--- config.mk ---
export PLATFORM = sky130hd
export DESIGN_NAME = tail_light_monitor
export DESIGN_NICKNAME = d
export VERILOG_FILES = /design/src/rtl/tail_light_pkg.sv /design/src/rtl/tail_light_pattern_decode.sv /design/src/rtl/tail_light_monitor.sv
export SDC_FILE = /design/constraint.sdc
export NUM_CORES = 1
export LEC_CHECK = 0
export BUFFER_PORTS_ARGS = -buffer_cell sky130_fd_sc_hd__buf_2
export CORE_ASPECT_RATIO = 1.4
export CORE_MARGIN = 3
export CORE_UTILIZATION = 30
export DETAILED_ROUTE_END_ITERATION = 8
export GPL_TIMING_DRIVEN = 1
export PLACE_DENSITY_LB_ADDON = 0.2
export SYNTH_ARGS = -nofsm -noshare
export SYNTH_HDL_FRONTEND = slang
export SYNTH_SLANG_ARGS = --single-unit
--- constraint.sdc ---
create_clock -name clock -period 3.5 [get_ports clock]
set_input_delay 0.7 -clock clock [delete_from_list [all_inputs] [get_ports clock]]
set_output_delay 0.7 -clock clock [all_outputs]
set_load 0.01 [all_outputs]
--- src/rtl/tail_light_pkg.sv ---
// Shared types and constants for the tail-light lamp monitor.
// Lamp vectors are packed as {lc,lb,la,ra,rb,rc}.
package tail_light_pkg;

    typedef enum logic [2:0] {
        ST_IDLE = 3'd0,
        ST_L1   = 3'd1,
        ST_L2   = 3'd2,
        ST_L3   = 3'd3,
        ST_R1   = 3'd4,
        ST_R2   = 3'd5,
        ST_R3   = 3'd6,
        ST_UNK  = 3'd7
    } state_e;

    localparam logic [5:0] PAT_OFF = 6'b000_000;
    localparam logic [5:0] PAT_L1  = 6'b001_000;
    localparam logic [5:0] PAT_L2  = 6'b011_000;
    localparam logic [5:0] PAT_L3  = 6'b111_000;
    localparam logic [5:0] PAT_R1  = 6'b000_100;
    localparam logic [5:0] PAT_R2  = 6'b000_110;
    localparam logic [5:0] PAT_R3  = 6'b000_111;

    localparam logic [1:0] PH_OFF = 2'd0;
    localparam logic [1:0] PH_1   = 2'd1;
    localparam logic [1:0] PH_2   = 2'd2;
    localparam logic [1:0] PH_3   = 2'd3;

    function automatic logic [1:0] phase_of(input state_e s);
        logic [1:0] p;
        p = PH_OFF;
        case (s)
            ST_L1, ST_R1: p = PH_1;
            ST_L2, ST_R2: p = PH_2;
            ST_L3, ST_R3: p = PH_3;
            default:      p = PH_OFF;
        endcase
        return p;
    endfunction

endpackage

--- src/rtl/tail_light_pattern_decode.sv ---
// Combinational classifier for one sampled lamp vector.
// Exactly one of is_off/is_left/is_right/illegal is set.
module tail_light_pattern_decode
    import tail_light_pkg::*;
(
    input  logic [5:0] lamps,
    output logic       is_off,
    output logic       is_left,
    output logic       is_right,
    output logic [1:0] step,
    output logic       illegal
);

    always_comb begin
        is_off   = 1'b0;
        is_left  = 1'b0;
        is_right = 1'b0;
        step     = PH_OFF;
        illegal  = 1'b0;
        unique case (1'b1)
            (lamps == PAT_OFF): is_off = 1'b1;
            (lamps == PAT_L1): begin
                is_left = 1'b1;
                step    = PH_1;
            end
            (lamps == PAT_L2): begin
                is_left = 1'b1;
                step    = PH_2;
            end
            (lamps == PAT_L3): begin
                is_left = 1'b1;
                step    = PH_3;
            end
            (lamps == PAT_R1): begin
                is_right = 1'b1;
                step     = PH_1;
            end
            (lamps == PAT_R2): begin
                is_right = 1'b1;
                step     = PH_2;
            end
            (lamps == PAT_R3): begin
                is_right = 1'b1;
                step     = PH_3;
            end
            default: illegal = 1'b1;
        endcase
    end

endmodule

--- src/rtl/tail_light_monitor.sv ---
// Passive checker for the TailLight sequencer lamp bus: tracks
// left/right sweeps and counts completed sweeps and violations.
module tail_light_monitor
    import tail_light_pkg::*;
#(
    parameter int CNT_W = 8
) (
    input  logic             clock,
    input  logic             reset,
    input  logic             la,
    input  logic             lb,
    input  logic             lc,
    input  logic             ra,
    input  logic             rb,
    input  logic             rc,
    output logic             active_left,
    output logic             active_right,
    output logic [1:0]       phase,
    output logic             seq_done,
    output logic             abort,
    output logic             err,
    output logic [CNT_W-1:0] seq_count,
    output logic [CNT_W-1:0] err_count
);

    logic [5:0] lamps;
    logic       is_off;
    logic       is_left;
    logic       is_right;
    logic [1:0] step;
    logic       illegal;

    assign lamps = {lc, lb, la, ra, rb, rc};

    tail_light_pattern_decode u_dec (
        .lamps    (lamps),
        .is_off   (is_off),
        .is_left  (is_left),
        .is_right (is_right),
        .step     (step),
        .illegal  (illegal)
    );

    logic l_at1, l_at2, l_at3;
    logic r_at1, r_at2, r_at3;

    assign l_at1 = is_left  && (step == PH_1);
    assign l_at2 = is_left  && (step == PH_2);
    assign l_at3 = is_left  && (step == PH_3);
    assign r_at1 = is_right && (step == PH_1);
    assign r_at2 = is_right && (step == PH_2);
    assign r_at3 = is_right && (step == PH_3);

    state_e           state_q, state_d;
    logic             done_q, done_d;
    logic             abort_q, abort_d;
    logic             err_q, err_d;
    logic             act_l_q, act_r_q;
    logic [1:0]       phase_q;
    logic [CNT_W-1:0] seq_cnt_q, seq_cnt_d;
    logic [CNT_W-1:0] err_cnt_q, err_cnt_d;

    always_comb begin
        state_d = state_q;
        done_d  = 1'b0;
        abort_d = 1'b0;
        err_d   = 1'b0;
        case (state_q)
            ST_IDLE: begin
                if (is_off)     state_d = ST_IDLE;
                else if (l_at1) state_d = ST_L1;
                else if (r_at1) state_d = ST_R1;
                else            err_d   = 1'b1;
            end
            ST_L1, ST_L2: begin
                if (is_off) begin
                    state_d = ST_IDLE;
                    abort_d = 1'b1;
                end else if (state_q == ST_L1 && l_at2) begin
                    state_d = ST_L2;
                end else if (state_q == ST_L2 && l_at3) begin
                    state_d = ST_L3;
                end else begin
                    err_d = 1'b1;
                end
            end
            ST_R1, ST_R2: begin
                if (is_off) begin
                    state_d = ST_IDLE;
                    abort_d = 1'b1;
                end else if (state_q == ST_R1 && r_at2) begin
                    state_d = ST_R2;
                end else if (state_q == ST_R2 && r_at3) begin
                    state_d = ST_R3;
                end else begin
                    err_d = 1'b1;
                end
            end
            ST_L3, ST_R3: begin
                done_d = 1'b1;
                if (is_off)     state_d = ST_IDLE;
                else if (l_at1) state_d = ST_L1;
                else if (r_at1) state_d = ST_R1;
                else begin
                    done_d = 1'b0;
                    err_d  = 1'b1;
                end
            end
            default: begin
                if (is_off) state_d = ST_IDLE;
            end
        endcase
        // Violations resync on a sweep start; anything else is lost.
        if (err_d) begin
            if (l_at1)      state_d = ST_L1;
            else if (r_at1) state_d = ST_R1;
            else            state_d = ST_UNK;
        end
    end

    always_comb begin
        seq_cnt_d = seq_cnt_q;
        err_cnt_d = err_cnt_q;
        if (done_d) seq_cnt_d = seq_cnt_q + 1'b1;
        if (err_d && (err_cnt_q != {CNT_W{1'b1}}))
            err_cnt_d = err_cnt_q + 1'b1;
    end

    always_ff @(posedge clock or negedge reset) begin
        if (!reset) begin
            state_q   <= ST_IDLE;
            done_q    <= 1'b0;
            abort_q   <= 1'b0;
            err_q     <= 1'b0;
            act_l_q   <= 1'b0;
            act_r_q   <= 1'b0;
            phase_q   <= PH_OFF;
            seq_cnt_q <= '0;
            err_cnt_q <= '0;
        end else begin
            state_q   <= state_d;
            done_q    <= done_d;
            abort_q   <= abort_d;
            err_q     <= err_d;
            act_l_q   <= (state_d == ST_L1) || (state_d == ST_L2)
                      || (state_d == ST_L3);
            act_r_q   <= (state_d == ST_R1) || (state_d == ST_R2)
                      || (state_d == ST_R3);
            phase_q   <= phase_of(state_d);
            seq_cnt_q <= seq_cnt_d;
            err_cnt_q <= err_cnt_d;
        end
    end

    assign active_left  = act_l_q;
    assign active_right = act_r_q;
    assign phase        = phase_q;
    assign seq_done     = done_q;
    assign abort        = abort_q;
    assign err          = err_q;
    assign seq_count    = seq_cnt_q;
    assign err_count    = err_cnt_q;

endmodule

Word level (Yosys, flattened, before mapping)

Index checks and enable logic that the tools add are counted.

$add $sub $neg: 2
Equality and inequality tests: 22
Mux-type cells: 35
Reductions and logical operators: 30

Operators by type and width:

| cell                | count |
|---|---|
| $mux 3              | 12 |
| $eq 3x3->1 const B  | 6 |
| $eq 6x3->1 const B  | 3 |
| $mux 1              | 18 |
| $reduce_or 2->1     | 9 |
| $add 8x1->8 const B | 2 |
| $eq 3x2->1 const B  | 4 |
| $pmux 2 s3          | 2 |
| $logic_and 1x1->1   | 11 |
| $pmux 3 s3          | 1 |
| $reduce_or 3->1     | 3 |
| $ne 8x8->1 const B  | 1 |
| $eq 3x1->1 const B  | 2 |
| $eq 6x4->1 const B  | 1 |
| $eq 6x5->1 const B  | 1 |
| $eq 6x6->1 const B  | 1 |
| $logic_not 6->1     | 1 |
| $eq 2x2->1 const B  | 2 |
| $logic_or 1x1->1    | 4 |
| $reduce_or 4->1     | 1 |
| $logic_not 3->1     | 1 |
| $pmux 1 s3          | 1 |
| $eq 2x1->1 const B  | 1 |
| $mux 2              | 1 |

Bits in registers: 26
Output and inout port bits: 23

Depth between registers and ports, before layout

Gate-level depths: netlist (run 1).

Word-level depth: 14
Depth in mapped cells: 9
Depth with buffers taken out: 7

Hierarchy

Synthesis (run 1) repeated with hierarchy kept, for this count alone.

Cells, all modules: 142
Area, all modules: 1544.0 sq um

By module, submodules not included:

| module                    | times used | cells an instance | area each (sq um) | sequential area each (sq um) |
|---|---|---|---|---|
| tail_light_monitor        | 1          | 121               | 1418.9            | 650.6 |
| tail_light_pattern_decode | 1          | 21                | 125.1             | 0.0 |

Least setup slack after synthesis (run 1)

OpenSTA, ideal clock, no wires.

Path type: input to register
From: input port lc
To: register seq_cnt_q[7], in the netlist seq_count[7]
Arrival time: 2481 ps
Required time: 3376 ps
Setup slack: 895 ps
Stages on the path: 8
Buffers on the path: 2
Cells stage by stage: clkbuf_1 > or4_4 > buf_6 > a2111oi_4 > and4_1 > and3_4 > nand3_2 > xnor2_1

Longest elaborated chain between the ends: 9
Elaborated cells on any way between the ends: 23

Ends and longest elaborated chain:

| what                               | line                                               | source |
|---|---|---|
| start: declaration                 | tail_light_monitor.sv:12                           | `input logic lc,` |
| $eq 6x3->1 (tied with other cells) | tail_light_pattern_decode.sv:42                    | `(lamps == PAT_R3): begin` |
| $reduce_or 2->1 (no line)          | --                                                 |  |
| $pmux 2 s3                         | tail_light_pattern_decode.sv:20                    | `unique case (1'b1)` |
| $eq 2x1->1                         | tail_light_monitor.sv:47, tail_light_monitor.sv:50 |  |
| $logic_and 1x1->1                  | tail_light_monitor.sv:50                           | `assign r_at1 = is_right && (step == PH_1);` |
| $mux 1                             | tail_light_monitor.sv:103                          | `else if (r_at1) state_d = ST_R1;` |
| $mux 1                             | tail_light_monitor.sv:102                          | `else if (l_at1) state_d = ST_L1;` |
| $mux 1 *                           | tail_light_monitor.sv:101                          | `if (is_off) state_d = ST_IDLE;` |
| $mux 1 *                           | tail_light_monitor.sv:68                           | `case (state_q)` |
| via done_d                         | tail_light_monitor.sv:55                           | `logic done_q, done_d;` |
| end signal: assignment             | tail_light_monitor.sv:150                          | `seq_cnt_q <= seq_cnt_d;` |
| end: declaration                   | tail_light_monitor.sv:60                           | `logic [CNT_W-1:0] seq_cnt_q, seq_cnt_d;` |

The timed path passes the listed nets; every way through them passes the cells marked *.
A chain may end at the register's enable or synchronous reset.

Final worst setup path (run 1)

From: input port rb
To: register seq_cnt_q[7], in the netlist seq_count[7]

Longest elaborated chain between the ends: 9
Elaborated cells on any way between the ends: 23

Ends and longest elaborated chain:

| what                               | line                                               | source |
|---|---|---|
| start: declaration                 | tail_light_monitor.sv:14                           | `input logic rb,` |
| $eq 6x3->1 (tied with other cells) | tail_light_pattern_decode.sv:42                    |  |
| $reduce_or 2->1 (no line)          | --                                                 |  |
| $pmux 2 s3                         | tail_light_pattern_decode.sv:20                    |  |
| $eq 2x1->1                         | tail_light_monitor.sv:47, tail_light_monitor.sv:50 |  |
| $logic_and 1x1->1                  | tail_light_monitor.sv:50                           |  |
| $mux 1                             | tail_light_monitor.sv:103                          |  |
| $mux 1                             | tail_light_monitor.sv:102                          |  |
| $mux 1 *                           | tail_light_monitor.sv:101                          |  |
| $mux 1 *                           | tail_light_monitor.sv:68                           |  |
| via done_d                         | tail_light_monitor.sv:55                           |  |

Marks and branches as above.

==> results of run 1 <==
layout make-up:
type	count	area [µm²]	area share, %
repair buffers	30	150	8.90
well taps	62	77.6	4.60
clock buffers	3	41.3	2.45
flip-flops and latches	26	651	38.5
multi-input cells	98	749	44.4
inverters	5	18.8	1.11
worst max path at each step:
stage	endpoint
final	seq_count[7]
after detailed placement	seq_count[7]
after global routing	active_left
after CTS	seq_count[7]
after global placement	seq_count[7]
after floorplan	seq_count[7]
per-stage QoR:
step | total power (W) | std cells
3_5_place_dp | 0.00108 | 221
4_1_cts | 0.00125 | 224
6_report | 0.00123 | 224
2_1_floorplan | 0.000909 | 137
5_1_grt | 0.00134 | 224
3_3_place_gp | 0.00107 | 221
sequential cells by signal (all words and copies together), names as in the netlist:
register      count
abort             1
active_left       1
active_right      1
err               1
err_count         8
phase             2
seq_count         8
seq_done          1
state_q           3
power groups by stage:
stage	combinational, W	clock (W)	sequential [W]
2_1_floorplan	0.000401	0	0.000507
3_3_place_gp	0.000557	0	0.000516
3_5_place_dp	0.000563	0	0.000520
4_1_cts	0.000567	0.000169	0.000515
5_1_grt	0.000627	0.000176	0.000537
6_report	0.000558	0.000159	0.000516
cells by family (layout without fill, tap and decap cells):
logic type               count (synthesis)  in the layout  share of synthesized area (%)
buffers and inverters                   13             38                           4.60
AND/OR/NAND/NOR                         47             47                           20.6
adder cells (fa/ha/maj)                  2              2                           1.70
multiplexers                             2              2                           1.53
AO/OA/AOI/OAI                           28             28                           15.9
flip-flops                              26             26                           44.3
XOR/XNOR                                19             19                           11.3
layer usage:
layer  vias to the layer above  part of all wire (%)  track usage [%]
li1                        553                     -                -
met1                       577                    43             13.9
met2                        27                    51             19.9
met3                         4                   4.7             1.78
met4                         0                   1.3             5.09
met5                         -                     0                0
placed cells by master, fill, tap and decap left out, drive strengths merged, types with 3 or more instances in the layout:
| cell | count |
|---|---|
| inv | 5 |
| nor4b | 3 |
| nor3b | 3 |
| clkbuf | 3 |
| a21oi | 4 |
| and4 | 3 |
| and3 | 4 |
| dfrtp | 26 |
| nand2 | 9 |
| o21ai | 3 |
| nand4 | 6 |
| xnor2 | 10 |
| nand3 | 3 |
| nor2 | 6 |
| buf | 30 |
| xor2 | 9 |
==> flow_metrics.env, run 1 <==
export IMPL_critical_path_top_delay_family="simple AND/OR/NAND/NOR gates"
export IMPL_setup_worst_path_end_class="flip-flop"
export IMPL_initialDrtViolationCount=129
export IMPL_grt_max_degree=27
export IMPL_drc=0
export IMPL_antenna_found_initial=0
export IMPL_die_w_um=65.1
export IMPL_startpoint_type="primary input"
export IMPL_p_sw_w=0.000514
export IMPL_whs_ns=0.422
export IMPL_place_ws_ns=0.771
export IMPL_leakage_nw=0.783
export IMPL_r2r_end="err_count[1]"
export IMPL_p_sw_share_pct=41.7
export IMPL_synth_warnings=0
export IMPL_numCtsBuffers=3
export IMPL_fin_util_pct=36.3
export IMPL_place_congestion=0.743
export IMPL_p_per_area_nw_per_um2=730
export IMPL_min_path_type="primary input to asynchronous set/reset pin"
export IMPL_maxSlewViolCount=0
export IMPL_track_usage_pct=11.4
export IMPL_crit_arrival_ns=2.61
export IMPL_layout_nets=174
export IMPL_syn_num_nets=147
export IMPL_final_setup_viol_count=0
export IMPL_clkLatencyLatePin_ns=0.26
export IMPL_drive_above_1_share_pct=26.5
export IMPL_cts_sinks=26
export IMPL_cp_max_fo=7
export IMPL_synth_distinct_cells=50
export IMPL_grt_pass1_wl_mm=5.29
export IMPL_post_route_min_period_ns=2.46
export IMPL_initial_core_util_pct=31.6
export IMPL_internal_power_w=0.000719
export IMPL_synthArstFlopShare_pct=100
export IMPL_synth_edf_count=0
export IMPL_r2r_start="state_q[0]"
export IMPL_worst_path_stages=7
export IMPL_clockRootBuffer="clkbuf_8"
export IMPL_yosysMostFrequentCell="dfrtp_1"
export IMPL_grt_pass1_vias=1164
export IMPL_skew_ns=0.00149
export IMPL_critPathKind="primary input to flip-flop"
export IMPL_fin_crit_sh_pct=70.3
export IMPL_synthFlopType="dfrtp_1"
export IMPL_max_freq_mhz=407
export IMPL_synth_seq_area_share_pct=44.3
export IMPL_fill_cells=507
export IMPL_io_buffers=30
export IMPL_synth_common_cells="dfrtp_1, xnor2_1, nand2_1, xor2_1"
export IMPL_core_um2=4640
export IMPL_ys_seq_elements=26
export IMPL_r2r_slack_ns=1.21
export IMPL_finalSetupTns_ns=0
export IMPL_ir_drop_mv=0.400
export IMPL_power_frac_comb_pct=45.3
export IMPL_die_h_um=88.8
export IMPL_yosysTopAreaCell="dfrtp_1"
export IMPL_diodes=0
export IMPL_crit_chain="buf_2 > or4_4 > a2111oi_4 > and4_1 > and3_4 > nand3_2 > xnor2_1"
export IMPL_tightest_slew_ns=0.560
export IMPL_crit_path_top_delay_cell="or4_4"
export IMPL_synth_area_leaders="dfrtp_1, xnor2_1, xor2_1"
export IMPL_dr_pass1_iters=4
export IMPL_cts_tree="yes"
export IMPL_htreeDepth=1
export IMPL_status="finished, final reports clean"
export IMPL_cp_startpoint="rb"
export IMPL_placedInstanceArea_um2=1650
export IMPL_cts_hold_buf=0
export IMPL_area_delta_synth_final_pct=15.0
export IMPL_power_frac_seq_pct=41.9
export IMPL_dp_hpwl_mm=2.33
export IMPL_synth_top_area_share_pct=44.3
export IMPL_r2r_cells=5
export IMPL_gr_total_overflow=0
export IMPL_max_slew_margin_rel_pct=62.6
export IMPL_max_stage_delay_ns=0.61
export IMPL_vias_per_cell=5.18
export IMPL_clock_power_share_pct=12.9
export IMPL_cts_path_max_buffers=2
export IMPL_drt_total_wl_mm=3.12
export IMPL_vias=1161
export IMPL_ios=31
export IMPL_cts_resized=0
export IMPL_cp_num_buf_inv=1
export IMPL_rows=29
export IMPL_syn_area_um2=1470
export IMPL_synth_cells=137
export IMPL_ant_nets=0
export IMPL_syn_avg_cell_area_um2=10.7
export IMPL_post_cts_buffers=0
export IMPL_wl_per_cell_um=13.9
export IMPL_rsz0062_at_grt="no"
export IMPL_fin_area_um2=1690
export IMPL_maxCapViolCount=0
export IMPL_required_ns=3.65
export IMPL_setup_ws_ns=1.04
export IMPL_die_area_um2=5780
export IMPL_hold_violations=0
export IMPL_clk_pin_slew_ns=0.08
(Power assumes the default switching activity.)
==> run 2, diff against run 1 <==
- clock period: 3.5 -> 2.5 ns (I/O delays scaled with it)
==> run 2 against run 1 <==
  * Clock skew is 0.0015 ns higher
  * Cell count rose by 3.1%
  * Global-route usage down 0.10 points
  * Die area unchanged
  * Routed wire length fell by 2.9%
  * First-iteration DRC count grew 28%
  * Combinational power increased by 45%
  * Total power rose by 41%
  * Flip-flop and latch count unchanged
  * Register-to-register slack lost 0.97 ns
  * Largest cell class unchanged
  * Largest power group unchanged
==> flow_metrics.env, run 2 (same netlist as run 1, synthesis figures left out) <==
export IMPL_r2r_end="err_count[1]"
export IMPL_startpoint_type="flip-flop"
export IMPL_cts_path_max_buffers=2
export IMPL_required_ns=2.65
export IMPL_maxCapViolCount=0
export IMPL_die_w_um=65.1
export IMPL_min_path_type="primary input to asynchronous set/reset pin"
export IMPL_wl_per_cell_um=13.1
export IMPL_max_freq_mhz=442
export IMPL_grt_pass1_vias=1152
export IMPL_drc=0
export IMPL_maxSlewViolCount=0
export IMPL_die_h_um=88.8
export IMPL_core_um2=4640
export IMPL_fin_crit_sh_pct=90.6
export IMPL_p_per_area_nw_per_um2=1000
export IMPL_cts_sinks=26
export IMPL_ant_nets=0
export IMPL_dr_pass1_iters=4
export IMPL_critPathKind="flip-flop to flip-flop"
export IMPL_dpl_cell_count=228
export IMPL_cp_startpoint="state_q[1]"
export IMPL_layout_nets=181
export IMPL_clk_pin_slew_ns=0.08
export IMPL_r2r_slack_ns=0.24
export IMPL_tightest_slew_ns=0.569
export IMPL_post_cts_buffers=0
export IMPL_vias_per_cell=5.03
export IMPL_clkLatencyLatePin_ns=0.26
export IMPL_r2r_start="state_q[1]"
export IMPL_fin_util_pct=37.5
export IMPL_grt_pass1_wl_mm=5.18
export IMPL_final_setup_viol_count=0
export IMPL_antenna_found_initial=0
export IMPL_multi_input_area_um2=749
export IMPL_track_usage_pct=11.3
export IMPL_ir_drop_mv=0.413
export IMPL_initialDrtViolationCount=165
export IMPL_crit_arrival_ns=2.42
export IMPL_placedInstanceArea_um2=1700
export IMPL_initial_core_util_pct=31.6
export IMPL_grt_max_degree=27
export IMPL_cts_tree="yes"
export IMPL_cts_hold_buf=0
export IMPL_numCtsBuffers=3
export IMPL_fill_cells=507
export IMPL_die_area_um2=5780
export IMPL_drt_total_wl_mm=3.03
export IMPL_status="finished, final reports clean"
export IMPL_final_seq_area_um2=651
export IMPL_diodes=0
export IMPL_p_total_w=0.00174
export IMPL_htreeDepth=1
export IMPL_skew_ns=0.00299
export IMPL_io_buffers=30
export IMPL_dp_hpwl_mm=2.36
export IMPL_hold_violations=0
export IMPL_r2r_cells=5
export IMPL_drive_above_1_share_pct=29.6
export IMPL_rows=29
export IMPL_rsz0062_at_grt="no"
export IMPL_cts_resized=0
export IMPL_finalNonFillerCells=231
export IMPL_ios=31
export IMPL_place_congestion=0.758
export IMPL_clockRootBuffer="clkbuf_8"
export IMPL_layout_commonest_cell="buf_2"
export IMPL_finalSetupTns_ns=0
export IMPL_gr_total_overflow=0
export IMPL_critPathCapture="err_count[1]"
export IMPL_vias=1161
export IMPL_area_delta_synth_final_pct=18.6
export IMPL_post_route_min_period_ns=2.26
export IMPL_max_slew_margin_rel_pct=62.1
export IMPL_setup_worst_path_end_class="flip-flop"
export IMPL_leakage_nw=0.818
export IMPL_cp_max_fo=14
export IMPL_most_common_layout_cells="buf_2, dfrtp_1, xnor2_1"
export IMPL_fin_area_um2=1740
run 2: cell types whose count changed in the layout (fill, tap and decap cells not counted), sizes merged:
cell | previous run | this run
buf | 30 | 37
run 2: through the flow:
step                hold slack (ns)  setup WS, ns
floorplan                     0.204        0.0948
global placement              0.454        0.0733
detailed placement            0.473        0.0570
CTS                           0.240         0.228
global route                  0.253        0.0787
finish                        0.219         0.235
run 2: worst min-delay path by stage:
stage,cells after the start,slack [ns],from,to
after floorplan,0,0.20,reset,abort
after global placement,1,0.45,seq_count[7],seq_count[7]
after detailed placement,1,0.47,seq_count[7],seq_count[7]
after CTS,1,0.24,reset,seq_count[1]
after global routing,1,0.25,reset,seq_count[1]
final,1,0.22,reset,err_count[4]
run 2: per-layer routing:
metal / routed length [µm] / up-vias / GRT usage (%)
li1: - / 574 / -
met1: 1290 / 560 / 13.6
met2: 1570 / 22 / 19.9
met3: 115 / 5 / 1.40
met4: 63 / 0 / 5.66
met5: 0 / - / 0
run 2: power by group:
group | switching, W | internal (W) | total [W]
registers | 0.000155 | 0.000551 | 0.000706
logic | 0.000446 | 0.000363 | 0.000808
clock network | 0.000119 | 0.000108 | 0.000227
run 2: worst max-delay path, cell delays in order, from the launching register on:
cell and delay (ns):
dfrtp_1 0.63, xnor2_1 0.15, a311o_1 0.38, o22a_1 0.29, a21oi_2 0.34, mux2_2 0.37
run 2: final cells by class:
| class | instances | area share (%) |
|---|---|---|
| clock buffer | 3 | 2.37 |
| timing repair buffer | 37 | 11.6 |
| multi-input combinational | 98 | 43.1 |
| sequential | 26 | 37.4 |
| inverter | 5 | 1.08 |
| tap | 62 | 4.46 |
==> run 3, diff against run 2 <==
- CORE_UTILIZATION: 30 -> 50
- MAX_ROUTING_LAYER: default -> met4
==> run 3 against run 2 <==
  * Clock skew grew 0.0057 ns
  * Worst setup slack worse by 0.0066 ns
  * Sequential power grew 1%
  * Via count hardly changed
  * Count of clock-buffer cells in the layout increased by 1
  * Clock power down 7%
  * Critical path depth unchanged
  * Global-route usage rose by 7.2 points
==> flow_metrics.env, run 3 (same netlist as run 1, synthesis figures left out) <==
export IMPL_status="finished, final reports clean"
export IMPL_cts_resized=0
export IMPL_placedInstanceArea_um2=1660
export IMPL_layout_nets=180
export IMPL_cts_path_max_buffers=2
export IMPL_vias_per_cell=5.67
export IMPL_gr_total_overflow=0
export IMPL_fin_area_um2=1700
export IMPL_initialDrtViolationCount=30
export IMPL_r2r_end="err_count[1]"
export IMPL_antenna_found_initial=0
export IMPL_clockRootBuffer="clkbuf_4"
export IMPL_tightest_slew_ns=0.575
export IMPL_finalNonFillerCells=205
export IMPL_r2r_cells=5
export IMPL_die_area_um2=3630
export IMPL_initial_core_util_pct=53.9
export IMPL_track_usage_pct=18.6
export IMPL_most_common_layout_cells="buf_2, dfrtp_1, xnor2_1"
export IMPL_clk_pin_slew_ns=0.14
export IMPL_die_h_um=70.1
export IMPL_cts_sinks=26
export IMPL_fill_cells=221
export IMPL_dp_hpwl_mm=2.34
export IMPL_grt_pass1_wl_mm=5.11
export IMPL_area_delta_synth_final_pct=15.5
export IMPL_dpl_cell_count=201
export IMPL_vias=1162
export IMPL_maxCapViolCount=0
export IMPL_max_stage_delay_ns=0.55
export IMPL_critPathKind="flip-flop to flip-flop"
export IMPL_max_freq_mhz=440
export IMPL_crit_path_top_delay_cell="dfrtp_1"
export IMPL_leakage_nw=0.813
export IMPL_cp_max_fo=11
export IMPL_numCtsBuffers=3
export IMPL_final_setup_viol_count=0
export IMPL_fin_util_pct=62.2
export IMPL_drive_above_1_share_pct=29.6
export IMPL_io_buffers=30
export IMPL_crit_arrival_ns=2.49
export IMPL_die_w_um=51.8
export IMPL_p_per_area_nw_per_um2=1010
export IMPL_setup_worst_path_end_class="flip-flop"
export IMPL_critPathCapture="err_count[1]"
export IMPL_hold_violations=0
export IMPL_ios=31
export IMPL_ir_drop_mv=0.779
export IMPL_diodes=0
export IMPL_clkLatencyLatePin_ns=0.32
export IMPL_cp_startpoint="state_q[0]"
export IMPL_drt_total_wl_mm=3.03
export IMPL_min_path_type="primary input to asynchronous set/reset pin"
export IMPL_dr_pass1_iters=4
export IMPL_r2r_start="state_q[0]"
export IMPL_post_route_min_period_ns=2.27
export IMPL_post_cts_buffers=0
export IMPL_core_um2=2730
export IMPL_startpoint_type="flip-flop"
export IMPL_max_slew_margin_rel_pct=61.7
export IMPL_maxSlewViolCount=0
export IMPL_cts_tree="yes"
export IMPL_cts_hold_buf=0
export IMPL_place_congestion=0.901
export IMPL_ant_nets=0
export IMPL_grt_max_degree=27
export IMPL_rsz0062_at_grt="no"
export IMPL_crit_chain="xor2_1 > a311o_1 > o22a_1 > a21oi_2 > mux2_2"
export IMPL_drc=0
export IMPL_wl_per_cell_um=14.8
export IMPL_htreeDepth=1
export IMPL_rows=22
export IMPL_fin_crit_sh_pct=90.8
export IMPL_required_ns=2.72
export IMPL_r2r_slack_ns=0.23
export IMPL_skew_ns=0.00864
export IMPL_layout_commonest_cell="buf_2"
export IMPL_grt_pass1_vias=1143
==> run 3: cell count changes in the layout (fill, tap and decap cells not counted) <==
cell / before / now
clkbuf_8: 3 / 1
buf_4: 7 / 6
clkbuf_4: 0 / 3
==> run 3: power by group <==
group	leakage [nW]	internal (W)	switching, W	total [W]
sequential	0.332	0.000550	0.000166	0.000716
combinational	0.459	0.000353	0.000435	0.000787
clock	0.0210	0.0000892	0.000122	0.000211
==> run 3: how the worst min path moves through the flow <==
stage / depth (start not counted) / endpoint / slack, ns / startpoint
2_1_floorplan: 0 / abort / 0.20 / reset
3_3_place_gp: 1 / seq_count[7] / 0.45 / seq_count[7]
3_5_place_dp: 1 / seq_count[7] / 0.46 / seq_count[7]
4_1_cts: 1 / seq_count[1] / 0.16 / reset
5_1_grt: 1 / seq_count[0] / 0.18 / reset
6_report: 1 / seq_done / 0.15 / reset
==> run 3: layout make-up <==
class / count / area [µm²] / area share [%]
tap: 36 / 45.0 / 2.66
clock buffer: 4 / 36.3 / 2.14
multi-input combinational: 98 / 749 / 44.2
timing repair buffer: 36 / 195 / 11.5
sequential: 26 / 651 / 38.4
inverter: 5 / 18.8 / 1.11
==> run 3: through the flow <==
| stage | power (W) | setup TNS, ns | hold slack (ns) | setup slack [ns] |
|---|---|---|---|---|
| floorplan | 0.00127 | 0 | 0.204 | 0.0948 |
| global placement | 0.00149 | 0 | 0.454 | 0.116 |
| detailed placement | 0.00151 | -0.0124 | 0.461 | -0.0124 |
| CTS | 0.00172 | 0 | 0.161 | 0.234 |
| global route | 0.00184 | 0 | 0.178 | 0.0971 |
| finish | 0.00171 | 0 | 0.148 | 0.229 |
==> run 3: critical path: cells and delay by family, from the launching register on <==
family	cells	cell delay [ns]
AOI/OAI and AO/OA	3	1.03
muxes	1	0.38
DFF	1	0.55
xor gates and xnor gates	1	0.21
==> run 3: per-layer routing <==
metal | routed length, µm | global-route usage [%] | vias to the layer above | share of wire (%)
li1 | - | - | 566 | -
met1 | 1360 | 21.2 | 561 | 45
met2 | 1510 | 32.3 | 28 | 50
met3 | 102 | 1.28 | 7 | 3.4
met4 | 62 | 8.45 | 0 | 2.0
met5 | 0 | - | - | 0
